### src/rtl/riscv_pkg.sv
// Shared types and constants for the RISC-V instruction-fetch front end.
package riscv_pkg;

  localparam int unsigned XLEN_DEFAULT = 32;
  localparam logic [31:0] INST_NOP     = 32'h0000_0013;

  typedef struct packed {
    logic [XLEN_DEFAULT-1:0] pc;
    logic [31:0]             inst;
  } fetch_entry_t;

endpackage

### src/rtl/riscv_fetch_unit_fifo.sv
// Prefetch FIFO of {pc, inst} entries with a registered head so decode sees flop outputs.
module fetch_fifo
  import riscv_pkg::*;
#(
  parameter int unsigned DEPTH = 4,
  localparam int unsigned CW = $clog2(DEPTH + 1)
) (
  input  logic          clk,
  input  logic          rst,
  input  logic          push,
  input  fetch_entry_t  push_data,
  input  logic          pop,
  input  logic          flush,
  output fetch_entry_t  head,
  output logic [CW-1:0] count
);

  localparam int unsigned PW = $clog2(DEPTH);

  fetch_entry_t  mem [DEPTH];
  logic [PW-1:0] rd_ptr;
  logic [PW-1:0] wr_ptr;
  logic [PW-1:0] rd_ptr_nxt;
  logic [CW-1:0] count_after_pop;
  fetch_entry_t  head_nxt;
  logic          do_pop;

  // The head register is preloaded with whatever entry will sit at the read pointer next cycle.
  always_comb begin
    do_pop          = pop && (count != '0);
    rd_ptr_nxt      = rd_ptr + PW'(do_pop);
    count_after_pop = count - CW'(do_pop);
    head_nxt        = head;
    if (count_after_pop != '0) begin
      head_nxt = mem[rd_ptr_nxt];
    end else if (push) begin
      head_nxt = push_data;
    end
  end

  always_ff @(posedge clk or negedge rst) begin
    if (!rst) begin
      rd_ptr <= '0;
      wr_ptr <= '0;
      count  <= '0;
      head   <= '{pc: '0, inst: INST_NOP};
    end else if (flush) begin
      rd_ptr <= '0;
      wr_ptr <= '0;
      count  <= '0;
    end else begin
      rd_ptr <= rd_ptr_nxt;
      if (push) begin
        wr_ptr <= wr_ptr + PW'(1);
      end
      count <= count_after_pop + CW'(push);
      head  <= head_nxt;
    end
  end

  always_ff @(posedge clk) begin
    if (push && !flush) begin
      mem[wr_ptr] <= push_data;
    end
  end

endmodule

### src/rtl/riscv_fetch_unit.sv
// Decoupled fetch front end: PC generation, imem request credits and stale-response dropping.
module riscv_fetch_unit
  import riscv_pkg::*;
#(
  parameter int unsigned     XLEN      = XLEN_DEFAULT,
  parameter int unsigned     DEPTH     = 4,
  parameter int unsigned     MAX_OUTST = 2,
  parameter logic [XLEN-1:0] RESET_VEC = '0
) (
  input  logic            clk,
  input  logic            rst,
  output logic            imem_req_valid_o,
  input  logic            imem_req_ready_i,
  output logic [XLEN-1:0] imem_req_addr_o,
  input  logic            imem_rsp_valid_i,
  input  logic [31:0]     imem_rsp_data_i,
  input  logic            redirect_i,
  input  logic [XLEN-1:0] redirect_pc_i,
  output logic            inst_valid_o,
  input  logic            inst_ready_i,
  output logic [31:0]     inst_o,
  output logic [XLEN-1:0] inst_pc_o
);

  localparam int unsigned OW = $clog2(MAX_OUTST + 1);
  localparam int unsigned CW = $clog2(DEPTH + 1);

  logic [XLEN-1:0] fetch_pc;
  logic [XLEN-1:0] rsp_pc;
  logic [XLEN-1:0] target_pc;
  logic [OW-1:0]   outst;
  logic [OW-1:0]   outst_nxt;
  logic [OW-1:0]   drop_cnt;
  logic [CW-1:0]   count;
  logic            accept;
  logic            push;
  logic            pop;
  logic            dropping;
  fetch_entry_t    push_entry;
  fetch_entry_t    head;

  // Every outstanding request holds a FIFO slot, so a kept response can never overflow.
  always_comb begin
    imem_req_valid_o = rst && (outst < OW'(MAX_OUTST))
                       && ((int'(outst) + int'(count)) < int'(DEPTH));
    imem_req_addr_o  = fetch_pc;
    accept           = imem_req_valid_o && imem_req_ready_i;
    outst_nxt        = outst + OW'(accept) - OW'(imem_rsp_valid_i);
    dropping         = imem_rsp_valid_i && (drop_cnt != '0);
    push             = imem_rsp_valid_i && (drop_cnt == '0) && !redirect_i;
    pop              = inst_valid_o && inst_ready_i;
    target_pc        = {redirect_pc_i[XLEN-1:2], 2'b00};
    push_entry.pc    = rsp_pc;
    push_entry.inst  = imem_rsp_data_i;
    inst_valid_o     = (count != '0);
    inst_o           = head.inst;
    inst_pc_o        = head.pc;
  end

  always_ff @(posedge clk or negedge rst) begin
    if (!rst) begin
      fetch_pc <= RESET_VEC;
      rsp_pc   <= RESET_VEC;
      outst    <= '0;
      drop_cnt <= '0;
    end else begin
      outst <= outst_nxt;
      if (redirect_i) begin
        fetch_pc <= target_pc;
        rsp_pc   <= target_pc;
        drop_cnt <= outst_nxt;
      end else begin
        if (accept) begin
          fetch_pc <= fetch_pc + XLEN'(4);
        end
        if (push) begin
          rsp_pc <= rsp_pc + XLEN'(4);
        end
        if (dropping) begin
          drop_cnt <= drop_cnt - OW'(1);
        end
      end
    end
  end

  fetch_fifo #(
    .DEPTH (DEPTH)
  ) u_fifo (
    .clk       (clk),
    .rst       (rst),
    .push      (push),
    .push_data (push_entry),
    .pop       (pop),
    .flush     (redirect_i),
    .head      (head),
    .count     (count)
  );

  always_ff @(posedge clk) begin
    if (rst && imem_rsp_valid_i) begin
      assert (outst != '0);
      if (drop_cnt == '0) begin
        assert ((count < CW'(DEPTH)) || pop);
      end
    end
  end

endmodule

### config.mk
export PLATFORM = sky130hd
export DESIGN_NAME = riscv_fetch_unit
export DESIGN_NICKNAME = d
export VERILOG_FILES = /design/src/rtl/riscv_pkg.sv /design/src/rtl/riscv_fetch_unit_fifo.sv /design/src/rtl/riscv_fetch_unit.sv
export SDC_FILE = /design/constraint.sdc
export NUM_CORES = 1
export LEC_CHECK = 0
export BUFFER_PORTS_ARGS = -buffer_cell sky130_fd_sc_hd__clkbuf_2
export CAP_MARGIN = 15
export CORE_UTILIZATION = 53
export DETAILED_ROUTE_END_ITERATION = 7
export PLACE_DENSITY = 0.83
export SLEW_MARGIN = 20
export SYNTH_ARGS = -nofsm -noshare
export SYNTH_HDL_FRONTEND = slang
export SYNTH_SLANG_ARGS = --single-unit
### constraint.sdc
create_clock -name clk -period 3.1 [get_ports clk]
set_clock_uncertainty 0.2 [all_clocks]
set_input_delay 0.62 -clock clk [delete_from_list [all_inputs] [get_ports clk]]
set_output_delay 0.62 -clock clk [all_outputs]
set_load 0.005 [all_outputs]
==> results of run 1 <==
cells by family (layout without fill, tap and decap cells):
logic type / count (synthesis) / in the layout / share of synthesized area, %
fa+ha+maj: 15 / 15 / 1.16
simple gates: 294 / 295 / 10.5
compound gates: 162 / 162 / 7.62
flops: 381 / 381 / 66.9
xor+xnor: 20 / 20 / 1.09
mux: 91 / 91 / 10.5
other cells: 1 / 4 / 0.0233
buf+inv: 87 / 277 / 2.28
cell usage after synthesis, types with 16 or more instances:
cell,count,area [µm²]
nand4_1,31,194
mux2i_1,25,250
nor4_1,17,106
nand2_1,42,158
edfxtp_1,248,7450
and2_1,51,319
nand3_1,18,90.1
and4_1,16,140
o21ai_0,33,165
buf_2,20,100
a221o_1,41,410
mux4_2,62,1400
nor3_1,16,80.1
nor2_1,46,173
a211oi_1,20,150
inv_1,16,60.1
dfrtp_1,130,3250
clkbuf_1,39,146
layout make-up:
class	instances	area share, %
multi-input cells	587	26.7
repair buffers	188	6.19
clock inverters	20	1.30
flip-flops and latches	381	57.1
inverters	17	0.338
clock buffers	52	5.80
well taps	390	2.58
power groups by stage:
stage                     clock (µW)  combinational (µW)  sequential [µW]
final                           4820                5700             6720
after floorplan                    0                3880             6690
after detailed placement           0                5650             6810
after global placement             0                5480             6760
after global routing            5120                6230             6790
after CTS                       4910                5800             6720
layer usage:
metal | vias to the layer above | global-route usage (%) | wire length [µm]
met3 | 54 | 4.61 | 2710
met2 | 446 | 38.4 | 17200
met4 | 0 | 6.03 | 768
li1 | 4503 | - | -
met5 | - | 0 | 0
met1 | 5115 | 32.7 | 15100
metrics by stage:
step | util [%] | setup WS, ns | hold WS, ns | power, µW | cell area (µm²)
global route | 63.4 | -0.00380 | 0.130 | 18100 | 18900
finish | 63.4 | 0.187 | -0.0175 | 17200 | 18900
CTS | 63.4 | 0.0614 | 0.104 | 17400 | 18900
floorplan | - | 0.188 | 0.124 | 10600 | 16100
detailed placement | 58.8 | -0.0935 | 0.272 | 12500 | 17500
global placement | 58.8 | -0.0453 | 0.259 | 12200 | 17500
final timing paths:
path,slack (ns),to,cells past startpoint
setup reg to reg,0.19,u_fifo.head[2]$_DFFE_PN0P_,9
hold / removal,-0.02,u_fifo.head[5]$_DFFE_PN0P_,2
setup / recovery,0.19,u_fifo.head[2]$_DFFE_PN0P_,9
hold reg to reg,0.28,u_fifo.head[5]$_DFFE_PN0P_,2
min in group clk,0.14,u_fifo.mem[0][10]$_DFFE_PP_,1
max in group asynchronous,1.98,u_fifo.head[20]$_DFFE_PN0P_,2
flip-flops by register name, summed over array words and instances, names as in the netlist:
signal and cells:
u_fifo.head 62, u_fifo.count 3, u_fifo.mem 248, rsp_pc 30, drop_cnt 2, u_fifo.wr_ptr 2, u_fifo.rd_ptr 2, outst 2
imem_req_addr_o 30
repair_timing:
| item | CTS | global route |
|---|---|---|
| pin swaps | 0 | 0 |
| resized for setup | 2 | 1 |
| setup endpoints to repair | 41 | 24 |
| gates cloned | 1 | 0 |
==> impl_metrics.json, run 1 <==
{
  "run_status": "complete, but fails checks",
  "violations": "negative hold slack",
  "mostFrequentLayoutCell": "edfxtp_1",
  "netSwitchingPower_uw": 5220,
  "ys_types": 55,
  "multiInputGateArea_mm2": 0.00504,
  "routed_via_density": 6.19,
  "cts_sinks": 381,
  "cp_common_cell": "ha_1",
  "fin_cells": 1635,
  "synth_flop_cell": "edfxtp_1",
  "worstPathRequired_ns": 3.28,
  "setup_viol": 0,
  "endpoint_kind": "flip-flop",
  "relSlewSlack_pct": 41.2,
  "grt_max_degree": 134,
  "pwr-share-clk_pct": 28.0,
  "place_congestion": 0.844,
  "cellPowerDensity_mw_per_mm2": 913,
  "cp-startpoint": "u_fifo.count[2]$_DFF_PN0_",
  "clk_latency_ns": 0.52,
  "wl_per_cell_um": 21.9,
  "cp-start-kind": "flip-flop",
  "crit_type": "reg -> reg",
  "grt.overflow.total": 0,
  "cp.buffers_inverters": 1,
  "path_delay_family": "simple AND/OR/NAND/NOR gates",
  "seq_area_frac_synth_pct": 66.9,
  "coreArea_mm2": 0.0298,
  "htreeDepth": 2,
  "cts_setup_buffers": 0,
  "avgSynthCellArea_um2": 15.3,
  "final_cell_mix": "edfxtp_1 (248), clkbuf_2 (160), dfrtp_1 (130)",
  "yosys_warnings": 0,
  "drv_slew": 0,
  "n_fill_cell": 2146,
  "async_reset_ff_share_pct": 34.9,
  "antenna_found_initial": 0,
  "cp_data_arrival_time_ns": 3.09,
  "dp_cells": 1562,
  "tritoncts": "built",
  "firstDrtPassIters": 5,
  "hp-class": "in -> async",
  "p_leak_uw": 0.00699,
  "start_util_pct": 54.1,
  "cp_slowest_stage_delay_ns": 0.38,
  "hold_viol": 13,
  "synthCells": 1051,
  "dieHeight_um": 176,
  "cts_root_buf": "clkbuf_16",
  "grt_pass1_vias": 10200,
  "setup_tns_ns": 0,
  "comb_power_share_pct": 33.1,
  "cts_buffer_depth": 3,
  "hold_buffers": 0,
  "die_x_um": 176,
  "rows": 63,
  "worstPathCellList": "or3_1 > and2_1 > ha_1 > ha_1 > xnor2_1 > and3_2 > buf_6 > mux2i_1 > o21ai_0",
  "cts_buffers": 39,
  "drive_above_1_share_pct": 27.1,
  "dieArea_mm2": 0.0311,
  "min_period_ns": 2.91,
  "peakVddDrop_mv": 0.554,
  "period_share_pct": 94.0,
  "wirelength_mm": 35.8,
  "nets": 1299,
  "dp_hpwl_mm": 21.2,
  "ant_nets": 0,
  "sw_frac_of_total_pct": 30.3,
  "ys_ff_latch": 381,
  "grt_pass1_wl_mm": 56.5,
  "antenna_cells": 0,
  "drt_iter0_markers": 978,
  "dr_total_vias": 10100,
  "synth_edf_count": 248,
  "slowest_stage": "or3_1",
  "area.growth.synth_to_final_pct": 17.1,
  "r2r-start": "u_fifo.count[2]$_DFF_PN0_",
  "tightest_slew_ns": 0.882,
  "pin_count": 168,
  "clock.fmax_ghz": 0.343,
  "p_int_uw": 12000,
  "seqPwrFrac_pct": 39.0,
  "hold_slack_ns": -0.0175,
  "track_usage_pct": 23.6,
  "seqCellArea_mm2": 0.0108,
  "cap_violations": 0,
  "drc_errors": 0,
  "portBuffers": 161,
  "syn_area_mm2": 0.0161,
  "crit_fanout": 21,
  "cts.clk_slew.worst_paths_ns": 0.06
}
Power figures use the tool's default switching activity.
==> inputs of run 2 (changes only) <==
--- a/config.mk
+++ b/config.mk
@@ -7,9 +7,10 @@
 export LEC_CHECK = 0
 export BUFFER_PORTS_ARGS = -buffer_cell sky130_fd_sc_hd__clkbuf_2
 export CAP_MARGIN = 15
-export CORE_UTILIZATION = 53
+export CORE_UTILIZATION = 59
 export DETAILED_ROUTE_END_ITERATION = 7
-export PLACE_DENSITY = 0.83
+export GPL_ROUTABILITY_DRIVEN = 0
+export PLACE_DENSITY = 0.9
 export SLEW_MARGIN = 20
 export SYNTH_ARGS = -nofsm -noshare
 export SYNTH_HDL_FRONTEND = slang
==> constraint.sdc (replaced) <==
create_clock -name clk -period 3.32 [get_ports clk]
set_clock_uncertainty 0.2 [all_clocks]
set_input_delay 0.664 -clock clk [delete_from_list [all_inputs] [get_ports clk]]
set_output_delay 0.664 -clock clk [all_outputs]
set_load 0.005 [all_outputs]
==> run 2 against run 1 <==
Highest routed layer unchanged. First-iteration DRC count rose by 37%. Routed wire length rose by 4.9%. Critical path depth did not move. Clock power fell by 15%. Largest cell class unchanged. Combinational power fell by 6.3%. Critical path type unchanged. The run now ends clean. Non-clock buffer count fell by 5. Final cell count fell by 3.5%.
==> impl_metrics.json, run 2 (synthesis gave the netlist of run 1 again) <==
{
  "firstDrtPassIters": 8,
  "dp_cells": 1508,
  "portBuffers": 161,
  "worstPathCellList": "or3_1 > and2_1 > ha_1 > ha_1 > xnor2_1 > and3_4 > and2_1 > buf_12 > a221o_1",
  "drc_errors": 0,
  "track_usage_pct": 27.2,
  "antenna_cells": 0,
  "grt_pass1_vias": 10400,
  "endpoint_kind": "flip-flop",
  "dr_total_vias": 10400,
  "htreeDepth": 2,
  "drive_above_1_share_pct": 26.4,
  "drv_slew": 0,
  "peakVddDrop_mv": 0.777,
  "tightest_slew_ns": 0.792,
  "top_regs": "u_fifo.mem x248, u_fifo.head x62",
  "relSlewSlack_pct": 47.2,
  "period_share_pct": 97.7,
  "die_x_um": 167,
  "antenna_found_initial": 0,
  "final_cell_mix": "edfxtp_1 (248), clkbuf_2 (160), dfrtp_1 (130)",
  "cp_slowest_stage_delay_ns": 0.43,
  "cp.buffers_inverters": 1,
  "hold_viol": 0,
  "cts_setup_buffers": 0,
  "routed_via_density": 6.59,
  "dieArea_mm2": 0.0280,
  "cts.clk_slew.worst_paths_ns": 0.06,
  "top_register": "u_fifo.mem",
  "cp_data_arrival_time_ns": 3.49,
  "worstPathRequired_ns": 3.57,
  "p_leak_uw": 0.00689,
  "placed_area_mm2": 0.0174,
  "rows": 60,
  "wl_per_cell_um": 23.8,
  "crit_fanout": 41,
  "clk_latency_ns": 0.53,
  "cts_sinks": 381,
  "clock.fmax_ghz": 0.308,
  "ant_nets": 0,
  "design_area_mm2": 0.0186,
  "mostFrequentLayoutCell": "edfxtp_1",
  "cts_buffer_depth": 3,
  "coreArea_mm2": 0.0269,
  "rsz0062_at_grt": "false",
  "wirelength_mm": 37.5,
  "setup_viol": 0,
  "pin_count": 168,
  "run_status": "finished clean",
  "start_util_pct": 60.0,
  "largest_register_ffs": 248,
  "cellPowerDensity_mw_per_mm2": 845,
  "tritoncts": "built",
  "dieHeight_um": 167,
  "crit_type": "reg -> reg",
  "setup_tns_ns": 0,
  "grt_max_degree": 134,
  "cp-start-kind": "flip-flop",
  "min_period_ns": 3.24,
  "drt_iter0_markers": 1336,
  "hp-class": "in -> async",
  "slowest_stage": "dfrtp_1",
  "area.growth.synth_to_final_pct": 15.5,
  "power.total_uw": 15700,
  "nets": 1293,
  "path_delay_family": "simple AND/OR/NAND/NOR gates",
  "cts_root_buf": "clkbuf_16",
  "fin_cells": 1578,
  "dp_hpwl_mm": 21.2,
  "grt_pass1_wl_mm": 58.2,
  "cts_buffers": 38,
  "cap_violations": 0,
  "hold_buffers": 0,
  "grt.overflow.total": 0
}
[run 2: cell count changes in the layout (fill, tap and decap cells not counted), sizes merged]
cell | before | now
clkinvlp | 2 | 0
buf | 28 | 23
bufinv | 5 | 0
clkbuf | 212 | 216
[run 2: area by class of cell]
class	count	area, µm²
repair buffers	183	1110
inverters	17	63.8
well taps	341	427
multi-input cells	587	5040
fillers	1725	8260
clock buffers	56	1110
clock inverters	13	77.6
flip-flops and latches	381	10800
[run 2: metrics by stage]
| step | setup slack [ns] | hold WS [ns] | utilization, % |
|---|---|---|---|
| 6_report | 0.0767 | 0.0889 | 69.3 |
| 5_1_grt | 0.0119 | 0.171 | 69.3 |
| 4_1_cts | 0.0445 | 0.157 | 69.2 |
| 3_5_place_dp | -0.0373 | 0.273 | 64.7 |
| 3_3_place_gp | 0.0673 | 0.261 | 64.7 |
| 2_1_floorplan | 0.00561 | 0.168 | - |
[run 2: path summary, 6_finish.rpt]
check,from,to,slack [ns],depth (start not counted)
setup reg to reg,u_fifo.count[2]$_DFF_PN0_,u_fifo.head[57]$_DFFE_PN0P_,0.08,9
min in group clk,imem_rsp_data_i[23],u_fifo.mem[2][23]$_DFFE_PP_,0.18,1
hold / removal,rst,imem_req_addr_o[29]$_DFFE_PN0P_,0.09,2
max in group asynchronous,rst,u_fifo.head[8]$_DFFE_PN0P_,2.22,2
setup / recovery,u_fifo.count[2]$_DFF_PN0_,u_fifo.head[57]$_DFFE_PN0P_,0.08,9
hold reg to reg,u_fifo.head[4]$_DFFE_PN1P_,u_fifo.head[4]$_DFFE_PN1P_,0.28,2
[run 2: power breakdown]
part / total [µW] / internal (µW) / leakage (µW) / switching (µW)
Clock: 4080 / 2330 / 0.000591 / 1750
Sequential: 6300 / 5800 / 0.00383 / 507
Combinational: 5340 / 2640 / 0.00247 / 2700
Total: 15700 / 10800 / 0.00689 / 4960
[run 2: what timing repair did]
item	4_1_cts	5_1_grt
pin swaps	1	0
gates cloned	1	0
setup endpoints to repair	41	42
resized for setup	5	3
[run 2: routing by layer]
layer  track usage [%]  wire [µm]  up-vias
met4              8.66        867        0
li1                  -          -     4505
met5                 0          0        -
met3              4.59       3160       70
met1              37.4      14800     5232
met2              44.9      18700      595
